==> src/rtl/drc_dsc_frm_arbiter.sv <==
// Frame-granular round-robin arbiter that shares one downscaler between two pixel
// channels and generates frame-last from its own pixel count so block counters stay aligned.
module drc_dsc_frm_arbiter #(
  parameter int I_PXL_W = 8,
  parameter int COL_NUM = 640,
  parameter int ROW_NUM = 480
) (
  input  logic               clk,
  input  logic               rst,
  input  logic [I_PXL_W-1:0] ch0_pxl_data_i,
  input  logic               ch0_pxl_last_i,
  input  logic               ch0_pxl_vld_i,
  output logic               ch0_pxl_rdy_o,
  input  logic [I_PXL_W-1:0] ch1_pxl_data_i,
  input  logic               ch1_pxl_last_i,
  input  logic               ch1_pxl_vld_i,
  output logic               ch1_pxl_rdy_o,
  output logic [I_PXL_W-1:0] dsc_pxl_data_o,
  output logic               dsc_pxl_last_o,
  output logic               dsc_pxl_vld_o,
  input  logic               dsc_pxl_rdy_i,
  input  logic               dsc_out_last_i,
  input  logic               dsc_out_vld_i,
  input  logic               dsc_out_rdy_i,
  output logic               fwd_ch_id_o,
  output logic               busy_o,
  output logic               frm_err_o,
  output logic               err_long_o
);

  // state | meaning
  // IDLE  | no grant; waiting for a channel valid
  // FEED  | granted channel passed through to the downscaler
  // PAD   | channel ended early; zero pixels fill the frame up to TOTAL
  // FLUSH | frame count reached; surplus channel pixels discarded until its last
  // DRAIN | waiting for the downscaler output-last handshake

  localparam int TOTAL = COL_NUM * ROW_NUM;
  localparam int CNT_W = $clog2(TOTAL);
  localparam logic [CNT_W-1:0] CNT_END = CNT_W'(TOTAL - 1);

  typedef enum logic [2:0] {IDLE, FEED, PAD, FLUSH, DRAIN} state_t;

  state_t             state_q, state_d;
  logic [CNT_W-1:0]   cnt_q, cnt_d;
  logic               rr_q, rr_d;
  logic               fwd_q, fwd_d;
  logic               out_done_q, out_done_d;
  logic               frm_err_q, err_long_q;
  logic               err_d, long_d;

  logic               g_vld, g_last, g_rdy;
  logic [I_PXL_W-1:0] g_data;
  logic               at_end, out_hs;

  assign g_vld  = fwd_q ? ch1_pxl_vld_i  : ch0_pxl_vld_i;
  assign g_last = fwd_q ? ch1_pxl_last_i : ch0_pxl_last_i;
  assign g_data = fwd_q ? ch1_pxl_data_i : ch0_pxl_data_i;
  assign at_end = (cnt_q == CNT_END);
  assign out_hs = dsc_out_vld_i & dsc_out_rdy_i & dsc_out_last_i;

  always_comb begin
    state_d        = state_q;
    cnt_d          = cnt_q;
    rr_d           = rr_q;
    fwd_d          = fwd_q;
    out_done_d     = out_done_q;
    err_d          = 1'b0;
    long_d         = 1'b0;
    g_rdy          = 1'b0;
    dsc_pxl_vld_o  = 1'b0;
    dsc_pxl_last_o = 1'b0;
    dsc_pxl_data_o = '0;
    case (state_q)
      IDLE: begin
        if (ch0_pxl_vld_i | ch1_pxl_vld_i) begin
          fwd_d      = (ch0_pxl_vld_i & ch1_pxl_vld_i) ? rr_q : ch1_pxl_vld_i;
          cnt_d      = '0;
          out_done_d = 1'b0;
          state_d    = FEED;
        end
      end
      FEED: begin
        dsc_pxl_vld_o  = g_vld;
        dsc_pxl_data_o = g_data;
        dsc_pxl_last_o = at_end;
        g_rdy          = dsc_pxl_rdy_i;
        if (g_vld & dsc_pxl_rdy_i) begin
          if (!at_end) cnt_d = cnt_q + 1'b1;
          if (at_end & g_last) begin
            state_d = DRAIN;
          end else if (g_last) begin
            err_d   = 1'b1;
            state_d = PAD;
          end else if (at_end) begin
            err_d   = 1'b1;
            long_d  = 1'b1;
            state_d = FLUSH;
          end
        end
      end
      PAD: begin
        dsc_pxl_vld_o  = 1'b1;
        dsc_pxl_last_o = at_end;
        if (dsc_pxl_rdy_i) begin
          if (at_end) state_d = DRAIN;
          else        cnt_d   = cnt_q + 1'b1;
        end
      end
      FLUSH: begin
        g_rdy = 1'b1;
        if (out_hs) out_done_d = 1'b1;
        // an output last seen here or earlier in FLUSH means nothing is left to drain
        if (g_vld & g_last) begin
          if (out_done_q | out_hs) begin
            state_d = IDLE;
            rr_d    = ~fwd_q;
          end else begin
            state_d = DRAIN;
          end
        end
      end
      DRAIN: begin
        if (out_hs) begin
          state_d = IDLE;
          rr_d    = ~fwd_q;
        end
      end
      default: state_d = IDLE;
    endcase
  end

  always_ff @(posedge clk) begin
    if (rst) begin
      state_q    <= IDLE;
      cnt_q      <= '0;
      rr_q       <= 1'b0;
      fwd_q      <= 1'b0;
      out_done_q <= 1'b0;
      frm_err_q  <= 1'b0;
      err_long_q <= 1'b0;
    end else begin
      state_q    <= state_d;
      cnt_q      <= cnt_d;
      rr_q       <= rr_d;
      fwd_q      <= fwd_d;
      out_done_q <= out_done_d;
      frm_err_q  <= err_d;
      err_long_q <= err_d & long_d;
    end
  end

  assign ch0_pxl_rdy_o = g_rdy & ~fwd_q;
  assign ch1_pxl_rdy_o = g_rdy &  fwd_q;
  assign fwd_ch_id_o   = fwd_q;
  assign busy_o        = (state_q != IDLE);
  assign frm_err_o     = frm_err_q;
  assign err_long_o    = err_long_q;

endmodule

==> config.mk <==
export PLATFORM = sky130hd
export DESIGN_NAME = drc_dsc_frm_arbiter
export DESIGN_NICKNAME = d
export VERILOG_FILES = /design/src/rtl/drc_dsc_frm_arbiter.sv
export SDC_FILE = /design/constraint.sdc
export NUM_CORES = 1
export LEC_CHECK = 0
export ABC_AREA = 1
export BUFFER_PORTS_ARGS = -buffer_cell sky130_fd_sc_hd__buf_2
export CAP_MARGIN = 20
export CELL_PAD_IN_SITES_DETAIL_PLACEMENT = 0
export CELL_PAD_IN_SITES_GLOBAL_PLACEMENT = 1
export CORE_ASPECT_RATIO = 1.25
export CORE_MARGIN = 10
export CORE_UTILIZATION = 39
export CTS_BUF_LIST = sky130_fd_sc_hd__clkbuf_4 sky130_fd_sc_hd__clkbuf_8
export CTS_CLUSTER_DIAMETER = 30
export DETAILED_ROUTE_END_ITERATION = 8
export PLACE_DENSITY = 0.91
export SLEW_MARGIN = 20
export SYNTH_ARGS = -nofsm -noshare
export SYNTH_HDL_FRONTEND = slang
export SYNTH_SLANG_ARGS = --single-unit
==> constraint.sdc <==
create_clock -name clk -period 2.7 [get_ports clk]
set_clock_uncertainty 0.2 [all_clocks]
set_input_delay 0.27 -clock clk [delete_from_list [all_inputs] [get_ports clk]]
set_output_delay 0.27 -clock clk [all_outputs]
set_load 0.01 [all_outputs]
==> results.tsv, run 1 <==
metric	value	unit
Post-Synthesis Mean Instance Area	6.28	µm²
period utilization	0.893	
IO Pins	42	
via count	2011	
row count	28	
Syn Nets	344	
clock power share	0.165	
Place WS	306	ps
Tmin final	2410	ps
initial antenna violation count	0	
DP Wirelength	4.08	mm
CTS tree	yes	
First-pass DRT Iterations	4	
Initial Util	0.408	
ANT cells	0	
NetSw	0.703	mW
Final ANT Viol Nets	0	
post-route setup TNS	0	ps
clock-pin slew on the worst setup and hold paths	90	ps
Synth Flop Type	dfxtp_1	
library cells used by synthesis	31	
RSZ-0062 raised after global routing	no	
Slew Limit Fails	0	
synthesized instance count	314	
worst hold path class	in2reg	
clk sinks	27	
Switching Share	0.473	
largest net degree at the start of global routing	20	
Post-Synthesis Cell Area	1970	µm²
WP data required	2680	ps
Pwr Density	653	nW/µm²
actual transition at the worst max-transition pin	413	ps
FF+latch count, synth	27	
grt total ovfl	0	
PostCTS Resize Cnt	0	
cts hold-fix bufs	0	
number of synthesized flops with an enable pin	0	
FFs w/ async S/R, synth	0	
core box area	4830	µm²
Residual DRC	0	
Die ar.	8320	µm²
Comb power frac	0.519	
sequential share of the synthesized area	0.274	
Bufs on Longest Clock Path	2	
worst skew pair latency	280	ps
CP endpoint kind	flop	
startpoint types	flop	
Setup-failing EPs final	0	
Setup Buffers After CTS	0	
Max Cap Viol	0	
GPL Wtd Cong	0.897	
# fillers	532	
layout cells sized above 1	0.232	
setup ws final	290	ps
CTS root buffer	clkbuf_8	
die width	83.6	µm
Peak VDD IR	0.000291	V
Num CTS Buffers	3	
drt via density	4.86	
Yosys warnings	0	
critical-path maximum fanout	6	
nets	385	
part of the power in registers	0.317	
Hold Vio Cnt, Final	0	
Leak	1.08	nW
status	finished, final reports clean	
Critical Setup Path Class	reg2reg	
Routed wire per std cell	12.3	µm
Slew headroom	0.723	
Area Overhead vs Synth	15.2	%
cell-internal power	0.781	mW
global-route wire length before repair	8.89	mm
vias in the first global route	1945	
1st-iter DRT viols	92	
H-tree levels	1	
Die H	99.5	µm
crit path DAT	2390	ps
Tot GR Track Use	0.124	
Routed WL	5.10	mm
fmax	0.415	GHz
IO buf count	41	
## metrics by stage
step / hold slack [ps] / power, mW / utilization / cells / instance area (µm²)
finish: 106 / 1.48 / 0.470 / 414 / 2270
global route: 115 / 1.63 / 0.470 / 414 / 2270
CTS: 102 / 1.50 / 0.470 / 414 / 2270
detailed placement: 252 / 1.25 / 0.460 / 410 / 2220
global placement: 249 / 1.25 / 0.460 / 410 / 2220
floorplan: 146 / 1.08 / - / 314 / 1970
## cell families after synthesis
| group | after synthesis | share of synthesized area |
|---|---|---|
| AO/OA/AOI/OAI | 45 | 0.131 |
| AND/OR/NAND/NOR | 182 | 0.441 |
| adder cells (fa/ha/maj) | 4 | 0.0254 |
| buffers and inverters | 51 | 0.107 |
| flip-flops | 27 | 0.274 |
| XOR/XNOR | 5 | 0.0222 |
## critical path, cell delays in order (launching register included)
cell     delay, ps
dfxtp_1        400
ha_1           230
nand2_2         90
nor2_4         140
nand2_4         90
nor2_8         120
nand2_2        110
inv_1          100
ha_1           150
inv_1           60
nand4_1         90
nand2_1         60
nor2_1         130
nand3_2        140
a21oi_1        150
nor2_1          50
## area by class of cell
class	instances	area (µm²)	share of cell area
flip-flops and latches	27	541	0.238
inverters	44	165	0.0727
multi-input cells	236	1220	0.538
well taps	60	75.1	0.0331
repair buffers	43	220	0.0970
clock buffers	4	48.8	0.0215
## Yosys cell counts, types with 4 or more instances
cell	number	area, µm²
nand2_1	85	319
nor2_1	39	146
nand2_2	10	62.6
clkbuf_1	4	15.0
xor2_1	5	43.8
nand4_1	10	62.6
inv_2	8	30.0
dfxtp_1	27	541
ha_1	4	50.1
a21oi_2	4	35.0
nand3_1	19	95.1
inv_1	35	131
o21ai_0	18	90.1
a21oi_1	18	90.1
## registers in the layout (all words and copies together), names as in the netlist
register,cells
err_long_o,1
rr_q,1
cnt_q,19
fwd_ch_id_o,1
out_done_q,1
frm_err_o,1
state_q,3
## per-layer routing
layer,share of wire,track usage
met1,0.43,0.141
met2,0.48,0.219
met3,0.069,0.0310
met4,0.016,0.0439
met5,0,0
## power groups by stage
stage,registers [mW],logic [mW],clock network (mW)
6_report,0.470,0.770,0.245
5_1_grt,0.475,0.887,0.267
4_1_cts,0.469,0.775,0.256
3_5_place_dp,0.478,0.772,0
3_3_place_gp,0.477,0.772,0
2_1_floorplan,0.474,0.610,0
## final timing paths
path	slack, ps	cells past startpoint	start	endpoint
worst max-delay path	290	15	cnt_q[0]	state_q[1]
worst min-delay path	110	3	ch1_pxl_vld_i	fwd_ch_id_o
worst max register to register	290	15	cnt_q[0]	state_q[1]
worst min register to register	270	2	rr_q	rr_q
## placed cells by master, fill, tap and decap left out, drive strengths merged, types with 3 or more instances in the layout
master / synthesis / layout
buf: 3 / 43
nand3: 22 / 22
dfxtp: 27 / 27
a21oi: 22 / 22
xor2: 5 / 5
nor2: 46 / 46
o21ai: 20 / 20
nand2: 97 / 97
nor3: 3 / 3
nand4: 10 / 10
clkbuf: 4 / 4
ha: 4 / 4
inv: 43 / 43
(Power assumes the default switching activity.)
==> run 2, diff against run 1 <==
ABC_AREA = default   (was 1)
CORE_UTILIZATION = 41   (was 39)
GPL_TIMING_DRIVEN = 1   (was default)
PLACE_DENSITY = 0.92   (was 0.91)
SLEW_MARGIN = default   (was 20)
==> results.tsv, run 2 <==
metric	value	unit
status	finished, final reports clean	
Setup-failing EPs final	0	
count leader, synth	dfxtp_1	
CTS tree	yes	
CP startpoint	cnt_q[0]	
First-pass DRT Iterations	4	
row count	27	
Tmin final	2610	ps
Bufs on Longest Clock Path	2	
FF+latch count, synth	27	
part of the power in registers	0.340	
Post-Synthesis Mean Instance Area	7.73	µm²
fmax	0.383	GHz
1st-iter DRT viols	154	
cts hold-fix bufs	0	
setup ws final	91.9	ps
Residual DRC	0	
post-synth top area share	0.284	
Routed wire per std cell	15.9	µm
worst r2r dst	state_q[1]	
most frequent CP cell	ha_4	
die width	80.9	µm
Max Cap Viol	0	
sequential share of the synthesized area	0.284	
crit path DAT	2640	ps
top cells by count, synth	dfxtp_1, nand2_1, nor2_1	
GPL Wtd Cong	0.859	
clock-pin slew on the worst setup and hold paths	100	ps
xor/xnor cell area share of the yosys netlist	0	
Die H	96.1	µm
Yosys top cell by area	dfxtp_1	
largest net degree at the start of global routing	21	
core box area	4460	µm²
R2R depth	11	
global-route wire length before repair	9.80	mm
most common cell after layout, fill and taps aside	buf_2	
vias in the first global route	2112	
worst skew pair latency	280	ps
CP endpoint kind	flop	
Peak VDD IR	0.000361	V
grt total ovfl	0	
Regs by FF count	cnt_q (19), state_q (3)	
NetSw	0.594	mW
largest family of logic cells by synthesized area	simple AND/OR/NAND/NOR gates	
fin util	0.534	
Post-Synth Adder-Cell Area	0.0263	
Final ANT Viol Nets	0	
critical-path maximum fanout	5	
clk sinks	27	
CP delay by family, top	simple AND/OR/NAND/NOR gates	
termination of the worst setup path	state_q[1]	
ANT cells	0	
layout cells sized above 1	0.280	
Hold Vio Cnt, Final	0	
Max stage delay on crit path	480	ps
Leak	0.939	nW
period utilization	0.966	
library cells used by synthesis	54	
Reg with most FFs	cnt_q	
most frequent cells in the layout	buf_2, dfxtp_1, buf_4, nand2_1, nor2_1	
nets	331	
Slew headroom	0.563	
FF-to-FF setup slack	90	ps
IO Pins	42	
RR Startpoint	cnt_q[0]	
Area Overhead vs Synth	25.1	%
Initial Util	0.426	
number of synthesized flops with an enable pin	0	
via count	2147	
Pwr Density	588	nW/µm²
post-route setup TNS	0	ps
Num CTS Buffers	3	
clock power share	0.172	
FFs w/ async S/R, synth	0	
synthesized instance count	246	
Critical Setup Path Class	reg2reg	
Tot GR Track Use	0.151	
post-synthesis mux area share	0.0533	
slowest cell on the critical path	or4b_1	
Place WS	18.6	ps
Syn Nets	276	
drt via density	6.00	
H-tree levels	1	
worst hold path class	in2reg	
initial antenna violation count	0	
RSZ-0062 raised after global routing	yes	
startpoint types	flop	
actual transition at the worst max-transition pin	650	ps
Switching Share	0.424	
stages on the worst setup path	11	
Worst Path Buf+Inv	1	
Critical Path, Cell by Cell	ha_4 -> nand4_1 -> nor3_4 -> nand2_2 -> inv_4 -> ha_4 -> nor4b_1 -> a32o_2 -> a31o_1 -> or4b_1 -> nand3_1	
top cells by area, synth	dfxtp_1, mux2i_1, a31oi_1, nand2_1, nor2_1	
cell-internal power	0.805	mW
Synth Area in Simple Gates	0.311	
Slew Limit Fails	0	
Synth Area in Compound Gates	0.276	
Post-Synthesis Cell Area	1900	µm²
Synth Flop Type	dfxtp_1	
Die ar.	7780	µm²
Routed WL	5.69	mm
Yosys warnings	0	
DP Wirelength	4.38	mm
CTS root buffer	clkbuf_8	
Comb power frac	0.488	
IO buf count	41	
max reg flops	19	
WP data required	2730	ps
## run 2: cell count changes in the layout (fill, tap and decap cells not counted), sizes merged, moves of 6 or more
| cell | before | now |
|---|---|---|
| nand2 | 97 | 23 |
| inv | 43 | 8 |
| nor2 | 46 | 21 |
| buf | 43 | 64 |
| a31oi | 1 | 14 |
| a21oi | 22 | 13 |
| mux2i | 0 | 9 |
| nand3 | 22 | 14 |
| nand2b | 0 | 6 |
| o21ai | 20 | 14 |
## run 2: what timing repair did
item / CTS / global route
setup buffers: 0 / 4
pin swaps: 0 / 8
setup endpoints to repair: 1 / 2
gates resized for setup: 1 / 6
## run 2: layout make-up
class	count	area, µm²
Tap cell	58	72.6
Timing Repair Buffer	64	378
Multi-Input combinational cell	197	1310
Clock inverter	1	5.00
Fill cell	454	2080
Clock buffer	3	41.3
Sequential cell	27	546
Inverter	8	32.5
## run 2: logic make-up after synthesis
| logic type | count (synthesis) |
|---|---|
| buf+inv | 22 |
| mux | 10 |
| flops | 27 |
| compound gates | 76 |
| simple gates | 107 |
| fa+ha+maj | 4 |
## run 2: worst min path at each step
stage	startpoint	to	slack, ps	cells past startpoint
finish	dsc_pxl_rdy_i	frm_err_o	100	3
global route	dsc_pxl_rdy_i	frm_err_o	120	3
CTS	dsc_pxl_rdy_i	frm_err_o	110	3
detailed placement	out_done_q	out_done_q	270	2
global placement	cnt_q[11]	cnt_q[11]	270	1
floorplan	dsc_pxl_rdy_i	frm_err_o	200	2
## run 2: worst min-delay path: cells and delay by family
family	cells	cell delay, ps
buffers and inverters	1	140
and+or+nand+nor	2	120
## run 2: power groups by stage
| stage | clock network (mW) | registers [mW] | logic (mW) |
|---|---|---|---|
| 2_1_floorplan | 0 | 0.448 | 0.481 |
| 3_3_place_gp | 0 | 0.483 | 0.659 |
| 6_report | 0.241 | 0.476 | 0.682 |
| 4_1_cts | 0.245 | 0.473 | 0.664 |
| 5_1_grt | 0.261 | 0.486 | 0.759 |
| 3_5_place_dp | 0 | 0.482 | 0.660 |
## run 2: per-stage QoR
stage / hold slack [ps] / std cells / area (µm²) / power (mW)
floorplan: 202 / 246 / 1910 / 0.929
global placement: 270 / 350 / 2270 / 1.14
detailed placement: 272 / 350 / 2270 / 1.14
CTS: 108 / 354 / 2320 / 1.38
global route: 125 / 358 / 2380 / 1.51
finish: 105 / 358 / 2380 / 1.40
## run 2: layer usage
metal / wire (µm) / share of wire / GRT usage / up-vias
li1: - / - / - / 1059
met1: 2390 / 0.42 / 0.182 / 1010
met2: 2860 / 0.50 / 0.266 / 74
met3: 388 / 0.068 / 0.0373 / 4
met4: 54 / 0.0095 / 0.0289 / 0
met5: 0 / 0 / 0 / -
